### config.mk
export PLATFORM = sky130hd
export DESIGN_NAME = mem_responder
export DESIGN_NICKNAME = d
export VERILOG_FILES = /design/src/rtl/mem_responder.sv
export SDC_FILE = /design/constraint.sdc
export NUM_CORES = 2
export LEC_CHECK = 0
export CAP_MARGIN = 40
export CORE_MARGIN = 1.5
export CORE_UTILIZATION = 56
export CTS_CLUSTER_DIAMETER = 50
export DETAILED_ROUTE_END_ITERATION = 7
export PLACE_DENSITY = 0.76
export SYNTH_ARGS = -nofsm -noshare
export SYNTH_HDL_FRONTEND = slang
export SYNTH_SLANG_ARGS = --single-unit
export TNS_END_PERCENT = 1
### constraint.sdc
create_clock -name clk -period 6.71 [get_ports clk]
set_clock_uncertainty 0.2 [all_clocks]
set_input_delay 1.342 -clock clk [delete_from_list [all_inputs] [get_ports clk]]
set_output_delay 1.342 -clock clk [all_outputs]
set_load 0.05 [all_outputs]
### src/rtl/mem_responder.sv
// Memory-side responder: single outstanding request, fixed wait-state latency,
// little-endian word array with byte/half/word stores and error flagging.
module mem_responder #(
    parameter int ADDR_W      = 8,
    parameter int DEPTH_WORDS = 64,
    parameter int LATENCY     = 2
) (
    input  logic              clk,
    input  logic              reset,
    input  logic              req_valid,
    output logic              req_ready,
    input  logic              req_we,
    input  logic [1:0]        req_size,
    input  logic [ADDR_W-1:0] req_addr,
    input  logic [31:0]       req_wdata,
    output logic              resp_valid,
    input  logic              resp_ready,
    output logic [31:0]       resp_rdata,
    output logic              resp_err
);

    localparam int IDX_W = (DEPTH_WORDS > 1) ? $clog2(DEPTH_WORDS) : 1;
    localparam logic [ADDR_W:0] ADDR_LIMIT = (ADDR_W + 1)'(4 * DEPTH_WORDS);

    typedef enum logic [1:0] {IDLE, WAIT, RESP} state_t;

    state_t state, next_state;

    logic [3:0]        cnt;
    logic              lat_we;
    logic [1:0]        lat_size;
    logic [ADDR_W-1:0] lat_addr;
    logic [31:0]       lat_wdata;

    logic              acc_we;
    logic [1:0]        acc_size;
    logic [ADDR_W-1:0] acc_addr;
    logic [31:0]       acc_wdata;
    logic              acc_err;
    logic [IDX_W-1:0]  acc_idx;
    logic              accept;
    logic              enter_resp;
    logic              mem_we;
    logic [3:0]        be;
    logic [31:0]       wd;

    logic [31:0] mem [DEPTH_WORDS];

    always_ff @(posedge clk or negedge reset) begin
        if (!reset) begin
            state <= IDLE;
        end else begin
            state <= next_state;
        end
    end

    always_comb begin
        next_state = state;
        case (state)
            IDLE:    if (req_valid) next_state = (LATENCY == 1) ? RESP : WAIT;
            WAIT:    if (cnt == 4'd1) next_state = RESP;
            RESP:    if (resp_ready) next_state = IDLE;
            default: next_state = IDLE;
        endcase
    end

    always_comb begin
        req_ready  = (state == IDLE);
        resp_valid = (state == RESP);
    end

    assign accept     = (state == IDLE) && req_valid;
    assign enter_resp = (next_state == RESP) && (state != RESP);

    // With LATENCY==1 the access happens on the accept edge, before the latches load.
    always_comb begin
        acc_we    = (state == IDLE) ? req_we    : lat_we;
        acc_size  = (state == IDLE) ? req_size  : lat_size;
        acc_addr  = (state == IDLE) ? req_addr  : lat_addr;
        acc_wdata = (state == IDLE) ? req_wdata : lat_wdata;
        acc_idx   = acc_addr[IDX_W+1:2];
        acc_err   = (acc_size == 2'b11)
                 || (acc_size == 2'b01 && acc_addr[0])
                 || (acc_size == 2'b00 && acc_addr[1:0] != 2'b00)
                 || ({1'b0, acc_addr} >= ADDR_LIMIT);
    end

    always_comb begin
        be = '0;
        wd = acc_wdata;
        case (acc_size)
            2'b00: be = 4'b1111;
            2'b01: begin
                be = acc_addr[1] ? 4'b1100 : 4'b0011;
                wd = {2{acc_wdata[15:0]}};
            end
            2'b10: begin
                be = 4'b0001 << acc_addr[1:0];
                wd = {4{acc_wdata[7:0]}};
            end
            default: be = '0;
        endcase
    end

    assign mem_we = reset && enter_resp && acc_we && !acc_err;

    always_ff @(posedge clk) begin
        if (mem_we) begin
            for (int unsigned i = 0; i < 4; i++) begin
                if (be[i]) mem[acc_idx][8*i +: 8] <= wd[8*i +: 8];
            end
        end
    end

    always_ff @(posedge clk or negedge reset) begin
        if (!reset) begin
            cnt        <= '0;
            lat_we     <= 1'b0;
            lat_size   <= '0;
            lat_addr   <= '0;
            lat_wdata  <= '0;
            resp_rdata <= '0;
            resp_err   <= 1'b0;
        end else begin
            if (accept) begin
                lat_we    <= req_we;
                lat_size  <= req_size;
                lat_addr  <= req_addr;
                lat_wdata <= req_wdata;
                cnt       <= 4'(LATENCY - 1);
            end else if (state == WAIT) begin
                cnt <= cnt - 4'd1;
            end
            if (enter_resp) begin
                resp_err   <= acc_err;
                resp_rdata <= (acc_we || acc_err) ? '0 : mem[acc_idx];
            end else if (state == RESP && resp_ready) begin
                resp_err   <= 1'b0;
                resp_rdata <= '0;
            end
        end
    end

endmodule

==> After elaboration in Yosys (flattened, before gate mapping) <==
Memory sizes are Yosys's and may differ from the RTL's.
Index checks and enable logic that the tools add are counted.
{ "word_totals": {"register_bits": 82, "latchBits": 0, "mem_bits_rw": 2048, "mem_bits_ro": 0, "input_bits": 47, "n_memories": 1} }
{ "classes": {"n_addsub": 1, "mul": 0, "n_div": 0, "order_cmp": 0, "n_eq_ne": 8, "shifts": 1, "n_mux": 30, "bitwise_logic": 0, "n_reduce_logical": 17} }
{ "mem_list": {"columns": ["memory", "words", "width", "read_ports", "rd_clocked_by_memory_dff", "wr", "line", "source"], "rows": [
  ["mem", 64, 32, 1, 0, 1, "47", "logic [31:0] mem [DEPTH_WORDS];"]
]} }
{ "op_table": {"columns": ["op", "count"], "rows": [
  ["$mux 32", 4],
  ["$pmux 32 s2", 1],
  ["$mux 1", 15],
  ["$mux 4", 3],
  ["$pmux 4 s3", 1],
  ["$eq 2x2->1 const B", 4],
  ["$logic_and 1x1->1", 8],
  ["$mux 2", 4],
  ["$mux 8", 1],
  ["$pmux 2 s3", 1],
  ["$reduce_bool 2->1", 3],
  ["$eq 2x1->1 const B", 2],
  ["$eq 4x1->1 const B", 1],
  ["$logic_not 2->1", 2],
  ["$shl 1x2->4 const A", 1],
  ["$sub 4x1->4 const B", 1],
  ["$logic_or 1x1->1", 3],
  ["$ne 2x2->1 const B", 1],
  ["$logic_not 1->1", 1]
]} }

==> Depth between registers and ports, before layout <==
{ "depth": {"ltp_word": 10, "mapped_depth": 19, "mapped_depth_nobuf": 12} }

==> Worst setup path after synthesis <==
No wires, ideal clock.
{ "synth_path": {"kind": "register -> register", "start": "register state[1]", "end": "memory mem[0][16], data pin", "setup_ps": 702, "arrival_time_ps": 5949, "required_time_ps": 5808, "path_slack_ps": -141, "stages_incl_launch_ff": 13, "path_buffers": 6, "cell_sequence": "dfrtp_1 or2_1 buf_4 inv_4 buf_4 buf_1 clkbuf_1 buf_1 mux2i_1 ha_1 clkbuf_1 o21bai_1 o21ai_0"} }
{ "synth_via": {"elab_chain_cells": 4} }
{ "synth_rtl": {"columns": ["item", "line", "source"], "rows": [
  ["start: declaration", "27", "state_t state, next_state;"],
  ["start signal: assignment", "53", "state <= next_state;"],
  ["$logic_not 2->1 *", null, null],
  ["via req_ready", "11", "output logic req_ready,"],
  ["$mux 2", "78", "acc_size = (state == IDLE) ? req_size : lat_size;"],
  ["$eq 2x2->1 / $eq 2x1->1 (equally long branches)", "91", "case (acc_size)"],
  ["$pmux 32 s2 *", "91", null],
  ["via wd[16]", "45", "logic [31:0] wd;"],
  ["end: declaration", "47", null]
]} }
The timed path passes the listed nets; every way through them passes the cells marked *.

==> Worst setup path after layout <==
{ "layout_path": {"start": "register state[1]", "end": "register resp_rdata[1]"} }
{ "layout_via": {"elab_chain_cells": 9} }
{ "layout_rtl": {"columns": ["item", "line", "source"], "rows": [
  ["branches (longest 9 deep; another with $mem_v2 64x32)", null, null],
  ["end signal: assignment", "136", "resp_rdata <= (acc_we || acc_err) ? '0 : mem[acc_idx];"],
  ["end: declaration", "18", "output logic [31:0] resp_rdata,"]
]} }
Several ways; the timed one is not identified.
A chain may end at the register's enable or synchronous reset.

==> results.md <==
- The run finished with clean final reports.
- Multiplexer cells account for 1.04% of the synthesized area.
- The proportion of power drawn by flip-flops and latches is 39.6%.
- The final estimated routing congestion in global placement is 0.944.
- The placed standard-cell area is 0.0874 mm².
- The worst setup slack after placement is 0.956 ns.
- The net count of the mapped netlist is 5,766.
- The area share of fa/ha/maj cells after synthesis is 0.0916%.
- The global-route wire length before repair is 363,000 µm.
- After synthesis, the share of flip-flops with an asynchronous set or reset is 3.85%.
- The commonest non-fill, non-tap cell in the layout is sky130_fd_sc_hd__edfxtp_1.
- The count of unique library cells instantiated by Yosys is 71.
- The setup fix buffers added after clock tree synthesis is 0.
- The core region is 0.145 mm².
- The longest clock path from root to sink contains 3 buffers.
- The residual DRC count is 0.
- Setup repair after global routing left no endpoint under its margin.
- The critical path starts at state[1].
- The required time at the worst-slack endpoint is 7.30 ns.
- The startpoint kind of the worst setup timing path is a flop.
- The area share of the leading cell type in the synthesized netlist is 75.1%.
- sky130_fd_sc_hd__edfxtp_1 takes more of the synthesized area than any other cell.
- Summing the areas of all compound-gate instances in the mapped netlist gives 9.51% of the synthesized area.
- STA classifies the critical path endpoint as a flop.
- The setup path with the least slack is of type reg2reg.
- For this run the aggregate overflow at the end of global routing stands at 0.
- The number of endpoints with negative hold slack in the final report is 0.
- The prevailing post-synth register cell is sky130_fd_sc_hd__edfxtp_1.
- STA puts the critical path data arrival time at 5.90 ns.
- The clock tree root buffer cell is sky130_fd_sc_hd__clkbuf_16.
- The internal power of the cells is 0.0300 W.
- In the routed layout, each cell is associated on average with a via count of 6.88.
- For this run, the register share of the synthesized area comes to 77.6%.
- Synthesis produced a netlist whose cell count is 5,713.
- Summing every instance area after synthesis gives 0.0819 mm².
- After synthesis, the mean cell area works out to 14.3 µm².
- The cell row count is 140.
- The worst min-delay path category is reg2reg.
- Wires add up to 252,000 µm.
- The net switching power is 0.0201 W.
- The count of nets left with antenna violations once routing finished came out at 0.
- The layout cell share with drive strength beyond 1 is 12.3%.
- The H-tree generated during clock tree synthesis spans 4 levels.
- TritonCTS created 201 clock buffers.
- Across every metal layer, demand over resource in global routing totals 33.7%.
- The fraction of synthesized cell area in xor and xnor cells is 0.0107%.
- Summed over all failing endpoints, the final setup total negative slack is 0 ns.
- The tool flagged a number of max-cap violations equal to 0.
- The total number of clock tree sinks is 2,130.
- Clock-pin slew was measured on the worst setup and hold paths at 0.06 ns.
- By area the synthesized netlist is led by sky130_fd_sc_hd__edfxtp_1, sky130_fd_sc_hd__nand2_1, sky130_fd_sc_hd__o22ai_1.
- The peak supply drop is 0.588 mV.
- Once the clock tree was built, the resizer swapped 0 gates to a different size.
- Leaving out fill and tap cells, the most frequent cells in the layout are sky130_fd_sc_hd__edfxtp_1, sky130_fd_sc_hd__nand2_1, sky130_fd_sc_hd__o22ai_1.
- The count of vias placed by the detailed router is 55.5k.
- The pre-antenna-repair detailed-routing pass consisted of 6 iterations.
- The worst hold-check slack is 0.275 ns.
- The via count of the first global-routing pass was 54.1k.
- The analysis attributes to cell leakage a power of 31.1 nW.
- The number of cells on the worst hold path is 2.
- During synthesis, Yosys emitted a total of 0 warnings.
- Summing internal, switching and leakage power gives 0.0501 W.
- After the first detailed-routing iteration, the DRC count stood at 9,168.
- Across all setup checks in the final design, the least slack found is 1.40 ns.
- Measured against its own limit, the worst slew margin works out to 31.9%.
- The number of nets at the end of the flow is 6,041.
- The launch instance of the worst register-to-register path is state[1].
- The die is 386 µm tall.
- The floorplan die area is 0.149 mm².
- Setup violations remaining at the end of the flow were counted as 0.
- For this configuration, the core starts out at a cell density of 56.4%.
- For this design the ratio of total power to cell area is 534 mW/mm².
- Dividing the detail-routed wire length by the instance count gives 31.2 µm.
- The latest clock arrival within the worst-skew pair is 0.87 ns.
- The final max-slew violation count is 0.
- The dominant combinational cell family by area after synthesis is simple AND/OR/NAND/NOR gates.
- The net switching share of the total power is 40.0%.
- Yosys mapped a number of flops with a built-in enable equal to 2,048.
- The peak clock frequency supported by timing is 188 MHz.
- Of all nets on the critical path, the largest fanout is 64.
- The finished cells cover 0.0939 mm².
- The die extent in x is 386 µm.
- The period utilization is 79.2%.
- The simple-gate share of the synthesized area is 9.72%.
- The quantity of I/O buffers inserted on ports is 81.
- TritonCTS built the clock tree.
- The area growth from synthesis to layout is 14.6%.
- The detailed placement HPWL is 148,000 µm.
- The share of power burned in the clock network is 22.2%.
- The slew at the pin closest to its max-slew limit is 1.02 ns.
- The number of primary I/O pins is 82.
- The number of cells on the worst reg-to-reg path is 12.
- The maximum number of pins on one net before global-route repair is 102.
- The origin of the worst min-delay path is lat_addr[0].
- The initial antenna violation count is 12.
- The number of buffers inserted for hold repair after clock tree synthesis is 0.
- The time the worst path needs with I/O delays and setup is 5.31 ns.
- The post-synthesis sequential element count is 2,130.
- Combinational logic is responsible for 38.2% of the overall power.
[power by group through the flow]
stage                     clock (W)  combinational (W)  sequential [W]
after global routing         0.0116             0.0197          0.0198
after global placement            0             0.0175          0.0201
after floorplan                   0            0.00915          0.0208
after detailed placement          0             0.0183          0.0201
final                        0.0111             0.0191          0.0198
after CTS                    0.0111             0.0184          0.0198
[registers in the layout, indices dropped and copies added, names as in the netlist]
signal / count
resp_rdata: 32
lat_addr: 8
lat_wdata: 32
cnt: 4
lat_we: 1
resp_err: 1
lat_size: 2
state: 2
mem: 2048
[cells by family after synthesis]
kind of cell / Yosys count
adders and majority gates: 6
buffers and inverters: 430
muxes: 83
and+or+nand+nor: 1851
AOI/OAI and AO/OA: 1212
DFF: 2130
xor gates and xnor gates: 1
[cells in the mapped netlist, types with 23 or more instances]
master	number
sky130_fd_sc_hd__a211oi_1	32
sky130_fd_sc_hd__a21oi_1	340
sky130_fd_sc_hd__a31oi_1	114
sky130_fd_sc_hd__a32o_1	33
sky130_fd_sc_hd__a32oi_1	113
sky130_fd_sc_hd__and3_1	23
sky130_fd_sc_hd__buf_1	76
sky130_fd_sc_hd__buf_2	47
sky130_fd_sc_hd__clkbuf_1	272
sky130_fd_sc_hd__dfrtp_1	82
sky130_fd_sc_hd__edfxtp_1	2048
sky130_fd_sc_hd__inv_1	28
sky130_fd_sc_hd__mux2i_1	74
sky130_fd_sc_hd__nand2_1	995
sky130_fd_sc_hd__nand3_1	141
sky130_fd_sc_hd__nor2_1	266
sky130_fd_sc_hd__nor3_1	276
sky130_fd_sc_hd__nor4_1	96
sky130_fd_sc_hd__o21ai_0	57
sky130_fd_sc_hd__o22ai_1	412
[final cells by class]
class / instances / area (µm²)
Tap cell: 1917 / 2400
Multi-Input combinational cell: 3153 / 17200
Antenna cell: 2 / 5.00
Inverter: 29 / 111
Fill cell: 9775 / 51500
Sequential cell: 2130 / 63600
Timing Repair Buffer: 473 / 4200
Clock buffer: 252 / 5300
Clock inverter: 119 / 1080
[per-layer routing]
metal	global-route usage, %	up-vias	routed length, µm
met5	0	-	224
met4	18.1	28	15500
met3	10.2	980	38600
met2	50.4	4931	112000
met1	44.8	26928	85000
li1	-	22656	-
[worst paths after layout]
kind                                        to  slack, ns
worst max-delay path             resp_rdata[1]       1.40
worst min-delay path               lat_addr[0]       0.28
worst max register to register   resp_rdata[1]       1.40
worst min register to register     lat_addr[0]       0.28
max in group asynchronous       resp_rdata[22]       4.53
min in group asynchronous        resp_rdata[8]       0.33
[metrics by stage]
stage	instances	util, %
3_5_place_dp	7698	60.1
3_3_place_gp	7654	59.8
5_1_grt	8073	64.6
2_1_floorplan	5713	-
4_1_cts	8069	64.5
6_report	8075	64.6
[worst max-delay path: stages, from the launching register on]
cell	delay (ns)
sky130_fd_sc_hd__dfrtp_1	0.58
sky130_fd_sc_hd__or2_2	0.42
sky130_fd_sc_hd__inv_4	0.17
sky130_fd_sc_hd__buf_4	0.54
sky130_fd_sc_hd__mux2_8	0.68
sky130_fd_sc_hd__nand2_4	0.46
sky130_fd_sc_hd__buf_12	0.33
sky130_fd_sc_hd__buf_4	0.23
sky130_fd_sc_hd__o22ai_1	0.10
sky130_fd_sc_hd__nor4_1	0.54
sky130_fd_sc_hd__o22ai_1	0.16
sky130_fd_sc_hd__nor3_1	0.54
sky130_fd_sc_hd__a22o_1	0.22
Power figures use the tool's default switching activity.
